### config.mk
export PLATFORM = sky130hd
export DESIGN_NAME = one_wire_seq_ctrl
export DESIGN_NICKNAME = d
export VERILOG_FILES = /design/src/rtl/one_wire_pkg.sv /design/src/rtl/one_wire_rr_arb.sv /design/src/rtl/one_wire_seq_ctrl.sv
export SDC_FILE = /design/constraint.sdc
export NUM_CORES = 1
export LEC_CHECK = 0
export BUFFER_PORTS_ARGS = -buffer_cell sky130_fd_sc_hd__buf_2
export CORE_MARGIN = 10
export CORE_UTILIZATION = 37
export CTS_CLUSTER_DIAMETER = 100
export DETAILED_ROUTE_END_ITERATION = 8
export PLACE_DENSITY = 0.71
export SYNTH_ARGS = -nofsm -noshare
export SYNTH_HDL_FRONTEND = slang
export SYNTH_SLANG_ARGS = --single-unit
### constraint.sdc
create_clock -name clk -period 7.2 [get_ports clk]
set_clock_uncertainty 0.1 [all_clocks]
set_input_delay 1.08 -clock clk [delete_from_list [all_inputs] [get_ports clk]]
set_output_delay 1.08 -clock clk [all_outputs]
set_load 0.01 [all_outputs]
### src/rtl/one_wire_pkg.sv
// Shared state, completion-code and ROM opcode definitions for the 1-Wire sequencer.
package one_wire_pkg;

   typedef enum logic [2:0] {
      ST_IDLE,
      ST_ARB,
      ST_PRES,
      ST_SEND,
      ST_WAIT,
      ST_CPL
   } seq_state_e;

   localparam logic [1:0] ERR_OK     = 2'd0;
   localparam logic [1:0] ERR_NOPRES = 2'd1;
   localparam logic [1:0] ERR_TMO    = 2'd2;

   localparam logic [7:0] ROM_READ  = 8'h33;
   localparam logic [7:0] ROM_MATCH = 8'h55;
   localparam logic [7:0] ROM_SKIP  = 8'hCC;

endpackage

### src/rtl/one_wire_rr_arb.sv
// Round-robin pick: first asserted request at or after the pointer, wrapping modulo NREQ.
module one_wire_rr_arb #(
   parameter int unsigned NREQ = 2
) (
   input  logic [NREQ-1:0]          req_i,
   input  logic [$clog2(NREQ)-1:0]  ptr_i,
   output logic [$clog2(NREQ)-1:0]  id_c_o,
   output logic                     hit_c_o
);
   localparam int unsigned IDW = $clog2(NREQ);

   int unsigned cand;

   always_comb begin
      id_c_o  = '0;
      hit_c_o = 1'b0;
      cand    = 0;
      for (int unsigned k = 0; k < NREQ; k++) begin
         cand = (32'(ptr_i) + k) % NREQ;
         if (!hit_c_o && req_i[IDW'(cand)]) begin
            hit_c_o = 1'b1;
            id_c_o  = IDW'(cand);
         end
      end
   end

endmodule

### src/rtl/one_wire_seq_ctrl.sv
// Sequencer + round-robin arbiter sharing one 1-Wire transceiver among NREQ requesters.
// Optional per-byte ow_done watchdog enabled by defining ONE_WIRE_SEQ_WDOG_EN.
module one_wire_seq_ctrl
   import one_wire_pkg::*;
#(
   parameter int unsigned NREQ    = 2,
   parameter int unsigned LEN_W   = 4,
   parameter int unsigned PRES_TO = 1024,
   parameter int unsigned WDOG_TO = 65535
) (
   input  logic                      clk,
   input  logic                      rst,
   input  logic [NREQ-1:0]           req_valid_i,
   input  logic [8*NREQ-1:0]         req_rom_i,
   input  logic [LEN_W*NREQ-1:0]     req_len_i,
   output logic [$clog2(NREQ)-1:0]   grant_id_o,
   output logic                      grant_act_o,
   input  logic [7:0]                wr_data_i,
   input  logic                      wr_valid_i,
   output logic                      wr_ready_o,
   output logic                      cpl_valid_o,
   output logic [$clog2(NREQ)-1:0]   cpl_id_o,
   output logic [1:0]                cpl_err_o,
   output logic                      rd_valid_o,
   output logic [7:0]                rd_byte_o,
   output logic [$clog2(NREQ)-1:0]   rd_id_o,
   output logic                      ow_start_o,
   output logic [7:0]                ow_tx_byte_o,
   input  logic                      ow_busy_i,
   input  logic                      ow_done_i,
   output logic                      ow_rx_en_o,
   input  logic                      ow_presence_i,
   input  logic                      ow_rx_valid_i,
   input  logic [7:0]                ow_rx_byte_i
);
   localparam int unsigned IDW     = $clog2(NREQ);
   localparam int unsigned CNT_MAX = (PRES_TO > WDOG_TO) ? PRES_TO : WDOG_TO;
   localparam int unsigned CNT_W   = $clog2(CNT_MAX + 1);

   seq_state_e        state_q, state_d;
   logic [IDW-1:0]    id_q, id_d;
   logic [IDW-1:0]    ptr_q, ptr_d;
   logic [7:0]        rom_q, rom_d;
   logic [LEN_W-1:0]  len_q, len_d;
   logic [LEN_W-1:0]  idx_q, idx_d;
   logic [CNT_W-1:0]  cnt_q, cnt_d;
   logic [1:0]        err_q, err_d;
   logic              grant_act_q, grant_act_d;
   logic              wr_ready_q, wr_ready_d;
   logic              cpl_valid_q, cpl_valid_d;
   logic [IDW-1:0]    cpl_id_q, cpl_id_d;
   logic [1:0]        cpl_err_q, cpl_err_d;
   logic              rd_valid_q, rd_valid_d;
   logic [7:0]        rd_byte_q, rd_byte_d;
   logic [IDW-1:0]    rd_id_q, rd_id_d;
   logic              ow_start_q, ow_start_d;
   logic [7:0]        ow_tx_byte_q, ow_tx_byte_d;
   logic              ow_rx_en_q, ow_rx_en_d;

   logic [IDW-1:0]    win_id_c;
   logic              win_hit_c;

   one_wire_rr_arb #(.NREQ(NREQ)) u_arb (
      .req_i   (req_valid_i),
      .ptr_i   (ptr_q),
      .id_c_o  (win_id_c),
      .hit_c_o (win_hit_c)
   );

   // Next-state and registered-output logic
   always_comb begin
      state_d      = state_q;
      id_d         = id_q;
      ptr_d        = ptr_q;
      rom_d        = rom_q;
      len_d        = len_q;
      idx_d        = idx_q;
      cnt_d        = cnt_q;
      err_d        = err_q;
      grant_act_d  = grant_act_q;
      ow_rx_en_d   = ow_rx_en_q;
      ow_tx_byte_d = ow_tx_byte_q;
      cpl_id_d     = cpl_id_q;
      cpl_err_d    = cpl_err_q;
      ow_start_d   = 1'b0;
      wr_ready_d   = 1'b0;
      cpl_valid_d  = 1'b0;
      rd_valid_d   = ow_rx_valid_i & grant_act_q;
      rd_byte_d    = rd_byte_q;
      rd_id_d      = rd_id_q;

      // RX bytes are only forwarded while a grant is live
      if (ow_rx_valid_i && grant_act_q) begin
         rd_byte_d = ow_rx_byte_i;
         rd_id_d   = id_q;
      end

      case (state_q)
         ST_IDLE: begin
            if (|req_valid_i) state_d = ST_ARB;
         end
         ST_ARB: begin
            if (win_hit_c) begin
               id_d        = win_id_c;
               rom_d       = req_rom_i[32'(win_id_c)*8 +: 8];
               len_d       = req_len_i[32'(win_id_c)*LEN_W +: LEN_W];
               idx_d       = '0;
               cnt_d       = '0;
               err_d       = ERR_OK;
               grant_act_d = 1'b1;
               ow_rx_en_d  = 1'b1;
               state_d     = ST_PRES;
            end else begin
               state_d = ST_IDLE;
            end
         end
         ST_PRES: begin
            if (ow_presence_i) begin
               idx_d   = '0;
               state_d = ST_SEND;
            end else if (cnt_q == CNT_W'(PRES_TO - 1)) begin
               err_d   = ERR_NOPRES;
               state_d = ST_CPL;
            end else begin
               cnt_d = cnt_q + CNT_W'(1);
            end
         end
         ST_SEND: begin
            // idx 0 is the ROM command; payload bytes need the grantee's data
            if (!ow_busy_i) begin
               if (idx_q == '0) begin
                  ow_start_d   = 1'b1;
                  ow_tx_byte_d = rom_q;
                  cnt_d        = '0;
                  state_d      = ST_WAIT;
               end else if (wr_valid_i) begin
                  ow_start_d   = 1'b1;
                  wr_ready_d   = 1'b1;
                  ow_tx_byte_d = wr_data_i;
                  cnt_d        = '0;
                  state_d      = ST_WAIT;
               end
            end
         end
         ST_WAIT: begin
            if (ow_done_i) begin
               if (idx_q == len_q) begin
                  state_d = ST_CPL;
               end else begin
                  idx_d   = idx_q + LEN_W'(1);
                  state_d = ST_SEND;
               end
            end
`ifdef ONE_WIRE_SEQ_WDOG_EN
            else if (cnt_q == CNT_W'(WDOG_TO - 1)) begin
               err_d   = ERR_TMO;
               state_d = ST_CPL;
            end else begin
               cnt_d = cnt_q + CNT_W'(1);
            end
`endif
         end
         ST_CPL: begin
            cpl_valid_d = 1'b1;
            cpl_id_d    = id_q;
            cpl_err_d   = err_q;
            ptr_d       = (id_q == IDW'(NREQ - 1)) ? '0 : id_q + IDW'(1);
            grant_act_d = 1'b0;
            ow_rx_en_d  = 1'b0;
            state_d     = ST_IDLE;
         end
         default: state_d = ST_IDLE;
      endcase
   end

   always_ff @(posedge clk or posedge rst) begin
      if (rst) begin
         state_q      <= ST_IDLE;
         id_q         <= '0;
         ptr_q        <= '0;
         rom_q        <= '0;
         len_q        <= '0;
         idx_q        <= '0;
         cnt_q        <= '0;
         err_q        <= ERR_OK;
         grant_act_q  <= 1'b0;
         wr_ready_q   <= 1'b0;
         cpl_valid_q  <= 1'b0;
         cpl_id_q     <= '0;
         cpl_err_q    <= ERR_OK;
         rd_valid_q   <= 1'b0;
         rd_byte_q    <= '0;
         rd_id_q      <= '0;
         ow_start_q   <= 1'b0;
         ow_tx_byte_q <= '0;
         ow_rx_en_q   <= 1'b0;
      end else begin
         state_q      <= state_d;
         id_q         <= id_d;
         ptr_q        <= ptr_d;
         rom_q        <= rom_d;
         len_q        <= len_d;
         idx_q        <= idx_d;
         cnt_q        <= cnt_d;
         err_q        <= err_d;
         grant_act_q  <= grant_act_d;
         wr_ready_q   <= wr_ready_d;
         cpl_valid_q  <= cpl_valid_d;
         cpl_id_q     <= cpl_id_d;
         cpl_err_q    <= cpl_err_d;
         rd_valid_q   <= rd_valid_d;
         rd_byte_q    <= rd_byte_d;
         rd_id_q      <= rd_id_d;
         ow_start_q   <= ow_start_d;
         ow_tx_byte_q <= ow_tx_byte_d;
         ow_rx_en_q   <= ow_rx_en_d;
      end
   end

   assign grant_id_o   = id_q;
   assign grant_act_o  = grant_act_q;
   assign wr_ready_o   = wr_ready_q;
   assign cpl_valid_o  = cpl_valid_q;
   assign cpl_id_o     = cpl_id_q;
   assign cpl_err_o    = cpl_err_q;
   assign rd_valid_o   = rd_valid_q;
   assign rd_byte_o    = rd_byte_q;
   assign rd_id_o      = rd_id_q;
   assign ow_start_o   = ow_start_q;
   assign ow_tx_byte_o = ow_tx_byte_q;
   assign ow_rx_en_o   = ow_rx_en_q;

endmodule

==> flow_summary.json, run 1 <==
{
  "placedCellCount": 461,
  "synthArstFlopShare_pct": 100,
  "p_comb_share_pct": 34.5,
  "reg2reg_depth": 7,
  "yosys.area_share.adder_pct": 1.23,
  "viasPerCell": 5.22,
  "synth_compound_area_share_pct": 16.1,
  "io_pins": 76,
  "wire_per_inst_um": 15.7,
  "synthSimpleGateAreaFrac_pct": 15.5,
  "num_rows": 33,
  "critPathMaxFanout": 11,
  "dieArea_sq_mm": 0.0123,
  "synth.avg_cell_area_sq_um": 10.5,
  "max_slew.worst_pin.slew_ps": 1060,
  "fin_tns_setup_ps": 0,
  "mostFrequentLayoutCells": "buf_2 (74), dfrtp_1 (62), a21oi_1 (25), nor2_1 (23), nand2_1 (22)",
  "rsz0062_at_grt": "false",
  "whs_endpoint": "ow_tx_byte_o[4]$_DFFE_PP0P_",
  "overflow": 0,
  "fin_area_sq_mm": 0.00373,
  "layout.cells.non_filler": 477,
  "nets": 419,
  "clock_latency_ps": 340,
  "via_count": 2490,
  "max_cap_violations": 0,
  "ant_nets": 0,
  "fmax_mhz": 326,
  "num-fill-cells": 760,
  "start_util_pct": 37.5,
  "dieHeight_um": 111,
  "io_buffers": 74,
  "synth_warnings": 0,
  "synth_top_family_by_area": "compound AO/OA/AOI/OAI gates",
  "ys_seq_area_share_pct": 50.9,
  "yosys.area_share.xor_xnor_pct": 1.15,
  "multi_input_area_sq_mm": 0.00141,
  "seqPwrFrac_pct": 41.0,
  "setup.worst_path.start_class": "flip-flop",
  "rrSetupSlack_ps": 4130,
  "clk_pin_slew_worst_paths_ps": 80,
  "dr.pass1.iters": 4,
  "clockBufferDepth": 2,
  "netlist_area_sq_mm": 0.00305,
  "routed_wl_mm": 7.50,
  "p_leak_nw": 1.89,
  "hold_start": "ow_tx_byte_o[4]$_DFFE_PP0P_",
  "p_clk_share_pct": 24.5,
  "route.detailed.drc": 0,
  "outcome": "completed",
  "antenna_cells": 0,
  "final_common_cell": "buf_2",
  "peakVddDrop_mv": 0.159,
  "ys_ff_latch": 62,
  "coreArea_sq_mm": 0.00813,
  "post_cts_resized": 0,
  "drive_gt1_share_pct": 32.0,
  "ctsHtreeMaxLevel": 3,
  "first_global_vias": 2612,
  "p_int_mw": 0.819,
  "rr_startpoint": "idx_q[0]$_DFFE_PP0P_",
  "cts_sinks": 62,
  "syn_to_final_growth_pct": 22.2,
  "period_share_pct": 42.6,
  "hold_violations": 0,
  "synth_edf_count": 0,
  "grt_pass1_wl_mm": 12.8,
  "muxShareOfSynthArea_pct": 11.8,
  "numCtsBuffers": 9,
  "cts_tree": "yes",
  "die_w_um": 111,
  "ctsHoldBuffers": 0,
  "critPathKind": "reg2reg",
  "hold_depth": 2,
  "worstPathArrival_ps": 3180,
  "final_max_slew_viol_count": 0,
  "synth_nets": 343,
  "place_ws_ps": 4210,
  "netlist_instances": 291,
  "fin_ws_ps": 4130,
  "regToRegEndpoint": "cnt_q[5]$_DFFE_PP0P_",
  "ys_types": 55,
  "finalCriticalPeriod_ps": 3070,
  "drtIter0Drc": 107,
  "gp_congestion": 0.831,
  "cts_post_setup_buffers_inserted": 0,
  "place_area_sq_mm": 0.00352,
  "grt_use_total_pct": 12.3,
  "cp.required_ps": 7310,
  "seq_area_sq_mm": 0.00155,
  "p_per_area_mw_per_mm2": 348,
  "cts-root-buf": "clkbuf_8",
  "hold_class": "reg2reg",
  "setup_viol": 0,
  "synth_flop_cell": "dfrtp_1",
  "netSwitchingFraction_pct": 36.8,
  "max_slew_margin_pct": 29.1,
  "fin_hold_ws_ps": 377,
  "worst_setup_path_end_kind": "flip-flop",
  "hpwl_mm": 5.48,
  "grt_max_degree": 63,
  "p_sw_mw": 0.477,
  "antenna_found_initial": 0
}
-- per-stage QoR --
stage | power, mW | utilization [%]
floorplan | 0.842 | -
global placement | 0.975 | 43.3
detailed placement | 0.990 | 43.3
CTS | 1.32 | 45.8
global route | 1.40 | 45.8
finish | 1.30 | 45.8
-- power groups by stage --
stage,combinational (mW),clock [mW],sequential (mW)
floorplan,0.312,0,0.530
global placement,0.442,0,0.533
detailed placement,0.453,0,0.537
CTS,0.453,0.331,0.531
global route,0.503,0.347,0.548
finish,0.448,0.317,0.531
-- flip-flops by register name (all words and copies together), names as in the netlist --
signal / flops
err_q: 1
grant_id_o: 1
ptr_q: 1
cpl_id_o: 1
cpl_err_o: 1
wr_ready_o: 1
rom_q: 8
rd_valid_o: 1
len_q: 4
cnt_q: 16
cpl_valid_o: 1
rd_id_o: 1
ow_tx_byte_o: 8
state_q: 3
rd_byte_o: 8
ow_start_o: 1
ow_rx_en_o: 1
idx_q: 4
-- worst max-delay path by stage --
stage | startpoint | to | slack, ps | depth (start not counted)
after global placement | idx_q[0]$_DFFE_PP0P_ | cnt_q[5]$_DFFE_PP0P_ | 4260 | 7
after CTS | idx_q[0]$_DFFE_PP0P_ | cnt_q[5]$_DFFE_PP0P_ | 4160 | 7
after global routing | idx_q[0]$_DFFE_PP0P_ | cnt_q[5]$_DFFE_PP0P_ | 3920 | 7
final | idx_q[0]$_DFFE_PP0P_ | cnt_q[5]$_DFFE_PP0P_ | 4130 | 7
after floorplan | rst | cnt_q[0]$_DFFE_PP0P_ | 4480 | 1
after detailed placement | idx_q[0]$_DFFE_PP0P_ | cnt_q[5]$_DFFE_PP0P_ | 4210 | 7
-- layer usage --
metal  wire (um)  share of wire, %  vias up  GRT usage, %
li1            -                 -     1217             -
met1        3390                45     1188          14.5
met3         330               4.4       10          4.38
met2        3700                49       75          20.3
met5           0                 0        -             0
met4          83               1.1        0          4.08
-- area by class of cell --
type                            count  share of cell area, %
Sequential cell                    62                   41.6
Multi-Input combinational cell    208                   37.7
Timing Repair Buffer               78                   10.7
Clock buffer                       10                   3.69
Tap cell                          105                   3.53
Clock inverter                      6                   1.88
Inverter                            8                  0.806
-- cells in the mapped netlist, drive strengths merged, types with 3 or more instances --
master / number / share of area (%)
a211o: 3 / 0.86
a21o: 4 / 1.0
a21oi: 25 / 4.1
a31oi: 7 / 1.4
and2: 3 / 0.62
buf: 5 / 1.2
clkbuf: 8 / 0.99
dfrtp: 62 / 51
ha: 3 / 1.2
inv: 8 / 0.99
mux2: 13 / 4.9
mux2i: 21 / 6.9
nand2: 23 / 3.1
nand2b: 3 / 0.62
nand3: 6 / 0.99
nand4: 5 / 1.0
nor2: 23 / 2.8
nor3: 5 / 0.82
nor3b: 4 / 0.99
nor4: 5 / 1.0
o21ai: 17 / 2.8
xor2: 4 / 1.1
-- worst max-delay path, stage by stage (launching register included) --
cell and delay (ps):
dfrtp_1 450, inv_1 80, ha_1 130, nor3b_2 840, o21bai_1 210, a221oi_1 380, o21ai_0 310, a221o_1 430
-- cells by family after synthesis --
kind of cell	Yosys count
buffers and inverters	21
AO/OA/AOI/OAI	76
other	1
flip-flops	62
XOR/XNOR	4
AND/OR/NAND/NOR	90
adder cells (fa/ha/maj)	3
multiplexers	34
Note: power is estimated with default switching activity, not from simulation.
==> inputs of run 2 (changes only) <==
==> constraint.sdc (replaced) <==
create_clock -name clk -period 3 [get_ports clk]
set_clock_uncertainty 0.1 [all_clocks]
set_input_delay 0.45 -clock clk [delete_from_list [all_inputs] [get_ports clk]]
set_output_delay 0.45 -clock clk [all_outputs]
set_load 0.01 [all_outputs]
==> flow_summary.json, run 2 (synthesis gave the netlist of run 1 again) <==
{
  "p_int_mw": 1.97,
  "antenna_found_initial": 0,
  "dr.pass1.iters": 4,
  "p_leak_nw": 1.90,
  "ctsHtreeMaxLevel": 3,
  "fin_area_sq_mm": 0.00375,
  "clock_latency_ps": 350,
  "route.detailed.drc": 0,
  "fmax_mhz": 378,
  "overflow": 0,
  "hold_class": "in2reg",
  "p_clk_share_pct": 24.4,
  "hpwl_mm": 5.54,
  "period_share_pct": 88.2,
  "cts-root-buf": "clkbuf_8",
  "via_count": 2522,
  "final_common_cell": "buf_2",
  "cts_tree": "yes",
  "grt_pass1_wl_mm": 12.4,
  "nets": 423,
  "viasPerCell": 5.24,
  "drtIter0Drc": 134,
  "finalCriticalPeriod_ps": 2650,
  "post_cts_resized": 0,
  "grt_max_degree": 63,
  "fin_tns_setup_ps": 0,
  "rrSetupSlack_ps": 350,
  "max_cap_violations": 0,
  "mostFrequentLayoutCells": "buf_2 (74), dfrtp_1 (62), a21oi_1 (25), nor2_1 (23), nand2_1 (22)",
  "p_sw_mw": 1.16,
  "p_total_mw": 3.13,
  "p_per_area_mw_per_mm2": 835,
  "seqPwrFrac_pct": 40.0,
  "hold_violations": 0,
  "clk_pin_slew_worst_paths_ps": 80,
  "worst_setup_path_end_kind": "flip-flop",
  "syn_to_final_growth_pct": 23.2,
  "peakVddDrop_mv": 0.399,
  "first_global_vias": 2622,
  "critPathMaxFanout": 5,
  "io_pins": 76,
  "gp_congestion": 0.857,
  "fin_ws_ps": 354,
  "largest_reg_flops": 16,
  "grt_use_total_pct": 12.0,
  "antenna_cells": 0,
  "place_ws_ps": 399,
  "regMostFlops": "cnt_q",
  "netSwitchingFraction_pct": 37.2,
  "p_comb_share_pct": 35.7,
  "ctsHoldBuffers": 0,
  "numCtsBuffers": 9,
  "worstPathArrival_ps": 2820,
  "die_w_um": 111,
  "placedCellCount": 465,
  "setup_viol": 0,
  "ant_nets": 0,
  "final_max_slew_viol_count": 0,
  "max_slew.worst_pin.slew_ps": 788,
  "layout.cells.non_filler": 481,
  "drive_gt1_share_pct": 32.7,
  "dieArea_sq_mm": 0.0123,
  "coreArea_sq_mm": 0.00813,
  "io_buffers": 74,
  "num_rows": 33,
  "place_area_sq_mm": 0.00355,
  "critPathKind": "reg2reg",
  "wire_per_inst_um": 15.5,
  "rsz0062_at_grt": "false",
  "routed_wl_mm": 7.46,
  "max_slew_margin_pct": 47.4,
  "clockBufferDepth": 2,
  "setup.worst_path.start_class": "flip-flop",
  "start_util_pct": 37.5,
  "outcome": "completed",
  "cp.required_ps": 3170,
  "cts_sinks": 62,
  "cts_post_setup_buffers_inserted": 0,
  "dieHeight_um": 111
}
-- run 2: cell types whose count changed in the layout (fill, tap and decap cells not counted) --
cell / change
inv_6: +2
clkbuf_8: -1
clkinv_4: -1
clkinvlp_4: +1
clkinv_2: -1
buf_4: +4
-- run 2: power groups by stage --
| stage | Sequential [mW] | Clock [mW] | Combinational (mW) |
|---|---|---|---|
| after floorplan | 1.27 | 0 | 0.749 |
| after global routing | 1.29 | 0.828 | 1.24 |
| after global placement | 1.26 | 0 | 1.10 |
| after CTS | 1.26 | 0.787 | 1.13 |
| final | 1.25 | 0.763 | 1.12 |
| after detailed placement | 1.27 | 0 | 1.13 |
-- run 2: final timing paths --
kind                                             start  depth (start not counted)                          end
max                              cnt_q[12]$_DFFE_PP0P_                          4         cnt_q[7]$_DFFE_PP0P_
min                                          ow_busy_i                          2         wr_ready_o$_DFF_PP0_
max reg2reg                      cnt_q[12]$_DFFE_PP0P_                          4         cnt_q[7]$_DFFE_PP0P_
min reg2reg                ow_tx_byte_o[1]$_DFFE_PP0P_                          2  ow_tx_byte_o[1]$_DFFE_PP0P_
max in group asynchronous                          rst                          3         cnt_q[0]$_DFFE_PP0P_
min in group asynchronous                          rst                          3     rd_byte_o[2]$_DFFE_PP0P_
-- run 2: final cells by class --
cell class,instances,area (sq um)
Fill cell,755,4380
Sequential cell,62,1550
Multi-Input combinational cell,208,1410
Timing Repair Buffer,82,430
Tap cell,105,131
Clock buffer,9,124
Clock inverter,7,81.3
Inverter,8,30.0
-- run 2: per-layer routing --
metal / routed length [um] / share of wire, % / vias up / track usage, %
met5: 0 / 0 / - / 0
met4: 63 / 0.84 / 0 / 3.91
met3: 409 / 5.5 / 6 / 4.27
met2: 3800 / 51 / 78 / 20.0
met1: 3190 / 43 / 1218 / 14.1
li1: - / - / 1220 / -
-- run 2: through the flow --
step                hold slack [ps]  util, %
floorplan                       352        -
finish                          203     46.1
global route                    192     46.1
global placement                364     43.6
detailed placement              372     43.6
CTS                             186     46.1
-- run 2: critical path, cell delays in order (launching register included) --
cell	delay [ps]
dfrtp_1	430
or4b_4	580
or4_4	590
o21ai_0	620
o22a_1	270
